## src/rtl/i2s_voice_mixer_tx.sv

```systemverilog
// i2s_voice_mixer_tx: mixes NUM_VOICES signed PCM voices per channel with
// saturation (or routes them by mode) and serialises left-justified frames.
// Ports:
//   clk, rst          system clock, async active-low reset
//   voice_left/right  packed voice samples, voice k at [k*SAMPLE_W +: SAMPLE_W]
//   voice_en          per-voice enable
//   mode              0 mix, 1 split, 2 mute, 3 mono-left
//   clip_clr          clears the sticky clip flag
//   audio_mclk/sck    master and bit clocks
//   audio_lrck        word select (0 left, 1 right)
//   audio_sdin        serial data, MSB first
//   sample_req        one-clk pulse when the next frame is latched
//   clip              sticky saturation flag
module i2s_voice_mixer_tx #(
    parameter int SAMPLE_W   = 16,
    parameter int NUM_VOICES = 2,
    parameter int BIT_CLKS   = 16,
    parameter int MCLK_DIV   = 4
) (
    input  logic                           clk,
    input  logic                           rst,
    input  logic [NUM_VOICES*SAMPLE_W-1:0] voice_left,
    input  logic [NUM_VOICES*SAMPLE_W-1:0] voice_right,
    input  logic [NUM_VOICES-1:0]          voice_en,
    input  logic [1:0]                     mode,
    input  logic                           clip_clr,
    output logic                           audio_mclk,
    output logic                           audio_sck,
    output logic                           audio_lrck,
    output logic                           audio_sdin,
    output logic                           sample_req,
    output logic                           clip
);

    localparam int FRAME_BITS = 2 * SAMPLE_W;
    localparam int SUM_W      = SAMPLE_W + $clog2(NUM_VOICES);
    localparam int EXT_W      = SUM_W - SAMPLE_W;
    localparam int DIV_W      = $clog2(BIT_CLKS);
    localparam int BIT_W      = $clog2(FRAME_BITS);
    localparam int MC_W       = $clog2(MCLK_DIV);

    localparam logic [DIV_W-1:0] DIV_LAST  = DIV_W'(BIT_CLKS - 1);
    localparam logic [DIV_W-1:0] DIV_HALF  = DIV_W'(BIT_CLKS / 2);
    localparam logic [BIT_W-1:0] BIT_LAST  = BIT_W'(FRAME_BITS - 1);
    localparam logic [BIT_W-1:0] BIT_RIGHT = BIT_W'(SAMPLE_W);
    localparam logic [MC_W-1:0]  MC_LAST   = MC_W'(MCLK_DIV - 1);
    localparam logic [MC_W-1:0]  MC_HALF   = MC_W'(MCLK_DIV / 2);

    logic [SUM_W-1:0]      sum_l;
    logic [SUM_W-1:0]      sum_r;
    logic [EXT_W:0]        top_l;
    logic [EXT_W:0]        top_r;
    logic                  ovf_l;
    logic                  ovf_r;
    logic [SAMPLE_W-1:0]   sat_l;
    logic [SAMPLE_W-1:0]   sat_r;
    logic [SAMPLE_W-1:0]   mix_l;
    logic [SAMPLE_W-1:0]   mix_r;
    logic                  mix_clip;

    logic [MC_W-1:0]       mc;
    logic [MC_W-1:0]       mc_nxt;
    logic [DIV_W-1:0]      div;
    logic [DIV_W-1:0]      div_nxt;
    logic [BIT_W-1:0]      bit_idx;
    logic [BIT_W-1:0]      bit_nxt;
    logic [BIT_W-1:0]      sel;
    logic                  div_wrap;
    logic                  latch;
    logic [SAMPLE_W-1:0]   shadow_l;
    logic [SAMPLE_W-1:0]   shadow_r;
    logic [SAMPLE_W-1:0]   shl_nxt;
    logic [SAMPLE_W-1:0]   shr_nxt;
    logic [FRAME_BITS-1:0] frame_nxt;

    always_comb begin
        sum_l = '0;
        sum_r = '0;
        for (int k = 0; k < NUM_VOICES; k++) begin
            if (voice_en[k]) begin
                sum_l = sum_l + {{EXT_W{voice_left[k*SAMPLE_W+SAMPLE_W-1]}},
                                 voice_left[k*SAMPLE_W +: SAMPLE_W]};
                sum_r = sum_r + {{EXT_W{voice_right[k*SAMPLE_W+SAMPLE_W-1]}},
                                 voice_right[k*SAMPLE_W +: SAMPLE_W]};
            end
        end
    end

    // In range iff the guard bits all equal the sample sign bit.
    assign top_l = sum_l[SUM_W-1 -: EXT_W+1];
    assign top_r = sum_r[SUM_W-1 -: EXT_W+1];
    assign ovf_l = !((&top_l) || !(|top_l));
    assign ovf_r = !((&top_r) || !(|top_r));

    assign sat_l = ovf_l ?
        {sum_l[SUM_W-1], {(SAMPLE_W-1){~sum_l[SUM_W-1]}}} :
        sum_l[SAMPLE_W-1:0];
    assign sat_r = ovf_r ?
        {sum_r[SUM_W-1], {(SAMPLE_W-1){~sum_r[SUM_W-1]}}} :
        sum_r[SAMPLE_W-1:0];

    always_comb begin
        mix_l    = '0;
        mix_r    = '0;
        mix_clip = 1'b0;
        unique case (1'b1)
            (mode == 2'd0): begin
                mix_l    = sat_l;
                mix_r    = sat_r;
                mix_clip = ovf_l | ovf_r;
            end
            (mode == 2'd1): begin
                if (voice_en[0]) mix_l = voice_left[SAMPLE_W-1:0];
                if (voice_en[1]) mix_r = voice_right[2*SAMPLE_W-1:SAMPLE_W];
            end
            (mode == 2'd2): begin
                mix_clip = 1'b0;
            end
            default: begin
                mix_l    = sat_l;
                mix_r    = sat_l;
                mix_clip = ovf_l;
            end
        endcase
    end

    assign mc_nxt   = (mc == MC_LAST) ? '0 : mc + 1'b1;
    assign div_wrap = (div == DIV_LAST);
    assign div_nxt  = div_wrap ? '0 : div + 1'b1;
    assign bit_nxt  = !div_wrap ? bit_idx :
                      (bit_idx == BIT_LAST) ? '0 : bit_idx + 1'b1;
    assign latch      = div_wrap && (bit_idx == BIT_LAST);
    assign sample_req = latch;

    // The first bit of a new frame must come from the freshly latched data.
    assign shl_nxt   = latch ? mix_l : shadow_l;
    assign shr_nxt   = latch ? mix_r : shadow_r;
    assign frame_nxt = {shl_nxt, shr_nxt};
    assign sel       = BIT_LAST - bit_nxt;

    always_ff @(posedge clk or negedge rst) begin
        if (!rst) begin
            mc         <= '0;
            div        <= '0;
            bit_idx    <= '0;
            shadow_l   <= '0;
            shadow_r   <= '0;
            audio_mclk <= 1'b0;
            audio_sck  <= 1'b0;
            audio_lrck <= 1'b0;
            audio_sdin <= 1'b0;
            clip       <= 1'b0;
        end else begin
            mc         <= mc_nxt;
            div        <= div_nxt;
            bit_idx    <= bit_nxt;
            audio_mclk <= (mc_nxt >= MC_HALF);
            audio_sck  <= (div_nxt >= DIV_HALF);
            if (div_nxt == '0) begin
                audio_sdin <= frame_nxt[sel];
                audio_lrck <= (bit_nxt >= BIT_RIGHT);
            end
            if (latch) begin
                shadow_l <= mix_l;
                shadow_r <= mix_r;
            end
            if (latch && mix_clip) begin
                clip <= 1'b1;
            end else if (clip_clr) begin
                clip <= 1'b0;
            end
        end
    end

endmodule

```

## config.mk

```make
export PLATFORM = sky130hd
export DESIGN_NAME = i2s_voice_mixer_tx
export DESIGN_NICKNAME = d
export VERILOG_FILES = /design/src/rtl/i2s_voice_mixer_tx.sv
export SDC_FILE = /design/constraint.sdc
export NUM_CORES = 1
export LEC_CHECK = 0
export CAP_MARGIN = 20
export CELL_PAD_IN_SITES_DETAIL_PLACEMENT = 0
export CELL_PAD_IN_SITES_GLOBAL_PLACEMENT = 1
export CORE_MARGIN = 2
export CORE_UTILIZATION = 45
export CTS_CLUSTER_DIAMETER = 80
export DETAILED_ROUTE_END_ITERATION = 6
export PLACE_DENSITY_LB_ADDON = 0.1
export SYNTH_ARGS = -nofsm -noshare
export SYNTH_HDL_FRONTEND = slang
export SYNTH_SLANG_ARGS = --single-unit
```

## constraint.sdc

```tcl
create_clock -name clk -period 5.2 [get_ports clk]
set_clock_uncertainty 0.1 [all_clocks]
set_input_delay 0.52 -clock clk [delete_from_list [all_inputs] [get_ports clk]]
set_output_delay 0.52 -clock clk [all_outputs]
set_load 0.01 [all_outputs]
```

==> results.ini, run 1 <==
[synthesis]
synth_fp_nets = 794
synth_sequential_area_ratio_pct = 22.2
synthDominantAreaCellType = sky130_fd_sc_hd__dfrtp_1
syn_area_mm2 = 0.00531
yosys.area.top_type_share_pct = 22.2
syn-mean-instance-area_um2 = 7.74
synth_cell_type_count = 80
postSynthRegisterBits = 47
post_synth_inst_count = 686
yosys_most_used_dff = sky130_fd_sc_hd__dfrtp_1
synth-warning-count = 0
ys_top_cells_by_area = sky130_fd_sc_hd__dfrtp_1, sky130_fd_sc_hd__ha_1, sky130_fd_sc_hd__nand2_1, sky130_fd_sc_hd__o21ai_0, sky130_fd_sc_hd__a21oi_1
synth_async_sr_flop_share_pct = 100
synth_edf_count = 0

[die]
dieWidth_um = 113
top_level_ports = 77
design.die.area_mm2 = 0.0127
row_count = 39
starting_density_of_the_core_pct = 46.3
core_region_area_mm2 = 0.0115
chipHeight_um = 113

[timing]
achievable-frequency_mhz = 215
slew_headroom_pct = 43.6
grt_setup_unrepaired = no
setup_tns_ps = 0
maxSlewViolCount = 0
period_share_pct = 89.4
finalHoldViolCount = 0
post-route-min-period_ps = 4650
tightest_slew_ps = 837
setup_viol = 0

[critical_path]
critical_path_class = input port to register
end_kind = register
critPathSlowestCell = sky130_fd_sc_hd__clkdlybuf4s50_1
cp.buffers_inverters = 4
critical_path.top_delay_family = compound AO/OA/AOI/OAI gates
worst_path_largest_cell_delay_ps = 500
cp.arrival_ps = 4730
critPathMaxFanout = 42
timing.critical_path.required_ps = 5280
start_kind = input port
timing.critical_path.cells = clkdlybuf4s50_1 -> buf_12 -> nand2_1 -> inv_1 -> ha_1 -> inv_1 -> fa_1 -> nor2b_1 -> o2111ai_1 -> and4_1 -> o21ai_0 -> mux2_2 -> o21ai_0 -> a221o_1 -> a221oi_1 -> nor4_1 -> o311a_1

[pwr]
p_leak_uw = 0.00280
vdd.ir_drop.worst_v = 0.000211
power_density_mw_per_mm2 = 187

[clocking]
tritoncts_num_sinks = 47
cts_root_buf = sky130_fd_sc_hd__clkbuf_16
cts_made_buffers = 5
cts.repair.resized = 0
clk-insertion-delay-late_ps = 290
postCtsHoldBufs = 0
cts_tree = built
cts_post_setup_buffers_inserted = 0
clk_pin_slew_worst_paths_ps = 70
cts_max_path_buffers = 2
cts-htree-levels = 2

[status]
outcome = completed

[cells_and_area]
areaGrowthSynthToFinish_pct = 19.8
finalNonFillerCells = 889
post-route-util_pct = 55.5
nFillCells = 1134
num-nets-final = 853
share_of_final_layout_standard_cells_stronger_than_drive_strength_1_pct = 6.17
layout.cell_area.non_filler_mm2 = 0.00636
antenna_cells = 0

[drt]
dr.pass1.iters = 5
avgViaCountPerCell = 6.38
wl_um = 17800
residual_drc_count = 0
post_drt_wl_per_cell_um = 20.0
drt_antenna_net_count = 0
dr.first_iter.drc_count = 494
detailroute.via_count = 5675

[placement]
globalplace.congestion = 0.919
place.detailed.instances = 880
dpl-instance-area_mm2 = 0.00618
hpwlAfterDp_um = 14100
portBuffers = 76

[grt]
grt_overflow_total = 0
number_of_global_route_vias_before_repair = 5407
global_route_usage_sum_pct = 28.0
grt_first_pass_wirelength_um = 28500
grt_max_degree = 48
antenna_violations_before_repair = 0

[worst_hold_path]
hold_path.class = input port to asynchronous set/reset pin

[job]
timing.max_cap.violations = 0

-- final cells by class --
cell class                 count  area (um^2)  share of cell area, %
clock inverter                 1         7.51                  0.118
multi-input combinational    562         3820                   60.1
tap                          143          179                   2.81
clock buffer                   7          153                   2.40
inverter                      40          150                   2.36
sequential                    47         1180                   18.5
timing repair buffer          89          873                   13.7
-- cell usage after synthesis (all sizes together) (5+ instances only) --
library cell,instances
a211oi,20
a21o,19
a21oi,51
a221oi,10
a311oi,6
a31oi,13
and2,21
and3,8
buf,9
clkbuf,28
dfrtp,47
ha,35
inv,40
maj3,5
mux2i,12
nand2,71
nand2b,7
nand3,9
nor2,52
nor3,13
o211ai,10
o21a,20
o21ai,54
o221ai,8
o31ai,5
o41ai,5
xnor2,17
xor2,5
-- final timing paths --
check / from / end / slack (ps) / cells after the start
max: voice_en[0] / audio_sdin / 550 / 17
min: rst / shadow_l[7] / 5 / 1
max reg2reg: bit_idx[0] / audio_sdin / 1640 / 13
min reg2reg: mc[0] / mc[0] / 340 / 1
max in group asynchronous: rst / shadow_r[6] / 4500 / 2
min in group clk: mc[0] / mc[0] / 340 / 1
-- power by group --
group | switching (uW) | total [uW] | internal, uW
combinational | 260 | 458 | 199
clock | 145 | 350 | 205
sequential | 7.99 | 384 | 376
total | 413 | 1190 | 779
-- flip-flops by register name, indices dropped and copies added (netlist names) --
signal and flops:
shadow_l 16, shadow_r 16, bit_idx 5, clip 1, audio_sck 1, div 4, audio_lrck 1, audio_sdin 1
audio_mclk 1, mc 1
-- cells by family (layout without fill, tap and decap cells) --
kind of cell	after synthesis	count (layout)	share of synthesized area (%)
compound gates	276	276	37.0
xor+xnor	22	22	3.63
fa+ha+maj	42	42	9.97
buf+inv	77	137	5.85
flops	47	47	22.2
mux	13	13	2.48
simple gates	209	209	18.9
-- layer usage --
layer  up-vias  routed length (um)  GRT usage, %
li1       2698                   -             -
met1      2707                8300          42.1
met2       252                7810          42.6
met3        18                1430          4.27
met4         0                 225          5.28
met5         -                   0             0
-- stage by stage --
step                      setup WS, ps  hold WS (ps)  total power, uW
after CTS                          589           344             1190
after floorplan                   1050           124              681
final                              550          4.52             1190
after global routing              91.7          22.6             1250
after detailed placement           319           334              839
after global placement             356           312              835
-- placed cells by master, fill, tap and decap left out, types with 20 or more instances in the layout --
master and count:
sky130_fd_sc_hd__nand2_1 71, sky130_fd_sc_hd__a21oi_1 51, sky130_fd_sc_hd__ha_1 35, sky130_fd_sc_hd__o21ai_0 52
sky130_fd_sc_hd__and2_1 20, sky130_fd_sc_hd__nor2_1 52, sky130_fd_sc_hd__clkdlybuf4s50_1 74, sky130_fd_sc_hd__dfrtp_1 47
sky130_fd_sc_hd__o21a_1 20, sky130_fd_sc_hd__inv_1 40
-- worst register-to-register path, cell delays in order (launching register included) --
cell and delay, ps:
sky130_fd_sc_hd__dfrtp_1 540, sky130_fd_sc_hd__ha_1 240, sky130_fd_sc_hd__and3_1 160, sky130_fd_sc_hd__ha_1 250
sky130_fd_sc_hd__nand2_1 70, sky130_fd_sc_hd__buf_4 250, sky130_fd_sc_hd__inv_1 120, sky130_fd_sc_hd__buf_4 310
sky130_fd_sc_hd__nand2_1 180, sky130_fd_sc_hd__a2111oi_0 630, sky130_fd_sc_hd__o41ai_1 180, sky130_fd_sc_hd__a41oi_1 190
sky130_fd_sc_hd__o22ai_1 110, sky130_fd_sc_hd__o311a_1 130
Power figures use the tool's default switching activity.
==> run 2, diff against run 1 <==
- CORE_UTILIZATION: 45 -> 41
- clock period: 5.2 -> 5.25 ns (I/O delays scaled with it)
==> results.ini, run 2 (synthesis results as in run 1) <==
[die]
row_count = 41
design.die.area_mm2 = 0.0139
dieWidth_um = 118
starting_density_of_the_core_pct = 42.0
top_level_ports = 77
chipHeight_um = 118
core_region_area_mm2 = 0.0126

[job]
timing.max_cap.violations = 0

[critical_path]
crit_start = voice_en[0]
end_kind = register
start_kind = input port
worst_r2r_startpoint = bit_idx[0]
critPathMaxFanout = 42
critical_path_class = input port to register
timing.critical_path.required_ps = 5320
cp.arrival_ps = 4870

[pwr]
vdd.ir_drop.worst_v = 0.000160
power_density_mw_per_mm2 = 194
p_leak_uw = 0.00280

[drt]
post_drt_wl_per_cell_um = 19.2
detailroute.via_count = 5537
residual_drc_count = 0
drt_antenna_net_count = 0
wl_um = 17600
avgViaCountPerCell = 6.04
dr.first_iter.drc_count = 554
dr.pass1.iters = 5

[cells_and_area]
top_regs = shadow_l: 16 flops, shadow_r: 16 flops, bit_idx: 5 flops
antenna_cells = 0
share_of_final_layout_standard_cells_stronger_than_drive_strength_1_pct = 5.78
final_cell_mix = sky130_fd_sc_hd__clkdlybuf4s50_1, sky130_fd_sc_hd__nand2_1, sky130_fd_sc_hd__o21ai_0, sky130_fd_sc_hd__nor2_1, sky130_fd_sc_hd__a21oi_1
layout.cell_area.non_filler_mm2 = 0.00640
areaGrowthSynthToFinish_pct = 20.5
num-nets-final = 851
mostFrequentLayoutCell = sky130_fd_sc_hd__clkdlybuf4s50_1

[timing]
post-route-min-period_ps = 4800
tightest_slew_ps = 774
setup_viol = 0
finalHoldViolCount = 0
grt_setup_unrepaired = no
setup_tns_ps = 0
setup_ws_ps = 454
slew_headroom_pct = 47.1
maxSlewViolCount = 0
achievable-frequency_mhz = 209
period_share_pct = 91.3

[clocking]
cts_max_path_buffers = 2
clk_pin_slew_worst_paths_ps = 60
postCtsHoldBufs = 0
cts_post_setup_buffers_inserted = 0
tritoncts_num_sinks = 47
cts_root_buf = sky130_fd_sc_hd__clkbuf_16
cts_made_buffers = 5
clk-insertion-delay-late_ps = 290
cts-htree-levels = 2
cts_tree = built
cts.repair.resized = 0

[grt]
number_of_global_route_vias_before_repair = 5271
grt_first_pass_wirelength_um = 28500
antenna_violations_before_repair = 0
global_route_usage_sum_pct = 25.2
grt_overflow_total = 0
grt_max_degree = 48

[placement]
hpwlAfterDp_um = 13800
dp_slack_ps = 241
globalplace.congestion = 0.925
portBuffers = 76
dpl-instance-area_mm2 = 0.00621

[status]
outcome = completed

[worst_hold_path]
hold_path.class = input port to asynchronous set/reset pin

[run 2: area by class of cell]
class | instances | area, um^2
clock buffer | 6 | 129
multi-input combinational | 562 | 3820
timing repair buffer | 87 | 846
fill | 1317 | 6220
tap | 172 | 215
sequential | 47 | 1180
inverter | 40 | 150
clock inverter | 2 | 60.1
[run 2: per-layer routing]
layer	up-vias	wire (um)	track usage, %
li1	2708	-	-
met1	2636	8720	38.2
met2	178	7830	39.0
met3	15	834	1.89
met4	0	199	5.20
met5	-	0	0
[run 2: power by group]
part	switching (uW)	internal (uW)
combinational	257	195
clock	137	273
sequential	6.47	372
total	401	840
[run 2: metrics by stage]
step / total power (uW) / util (%) / hold WS (ps) / cells
6_report: 1240 / 50.7 / 225 / 916
5_1_grt: 1300 / 50.7 / 285 / 916
4_1_cts: 1240 / 50.7 / 260 / 916
3_5_place_dp: 829 / 49.2 / 331 / 908
3_3_place_gp: 827 / 49.2 / 312 / 908
2_1_floorplan: 674 / - / 129 / 686
[run 2: final timing paths]
check,end,slack [ps],depth (start not counted)
worst max-delay path,audio_sdin,450,16
worst min-delay path,mc[0],220,2
worst max register to register,audio_sdin,1670,12
worst min register to register,mc[0],330,1
max in group asynchronous,shadow_r[13],4410,2
min in group clk,mc[0],330,1
[run 2: worst max-delay path, cell delays in order]
cell and delay, ps:
sky130_fd_sc_hd__clkdlybuf4s50_1 440, sky130_fd_sc_hd__buf_12 190, sky130_fd_sc_hd__and2_1 170, sky130_fd_sc_hd__ha_1 210, sky130_fd_sc_hd__fa_1 460, sky130_fd_sc_hd__maj3_1 410
sky130_fd_sc_hd__o2111a_1 150, sky130_fd_sc_hd__a31o_2 230, sky130_fd_sc_hd__nor3_2 270, sky130_fd_sc_hd__or3b_2 270, sky130_fd_sc_hd__a211oi_2 180, sky130_fd_sc_hd__a2111oi_0 740
sky130_fd_sc_hd__o41ai_1 200, sky130_fd_sc_hd__a41oi_1 200, sky130_fd_sc_hd__o22ai_1 100, sky130_fd_sc_hd__o311a_1 120
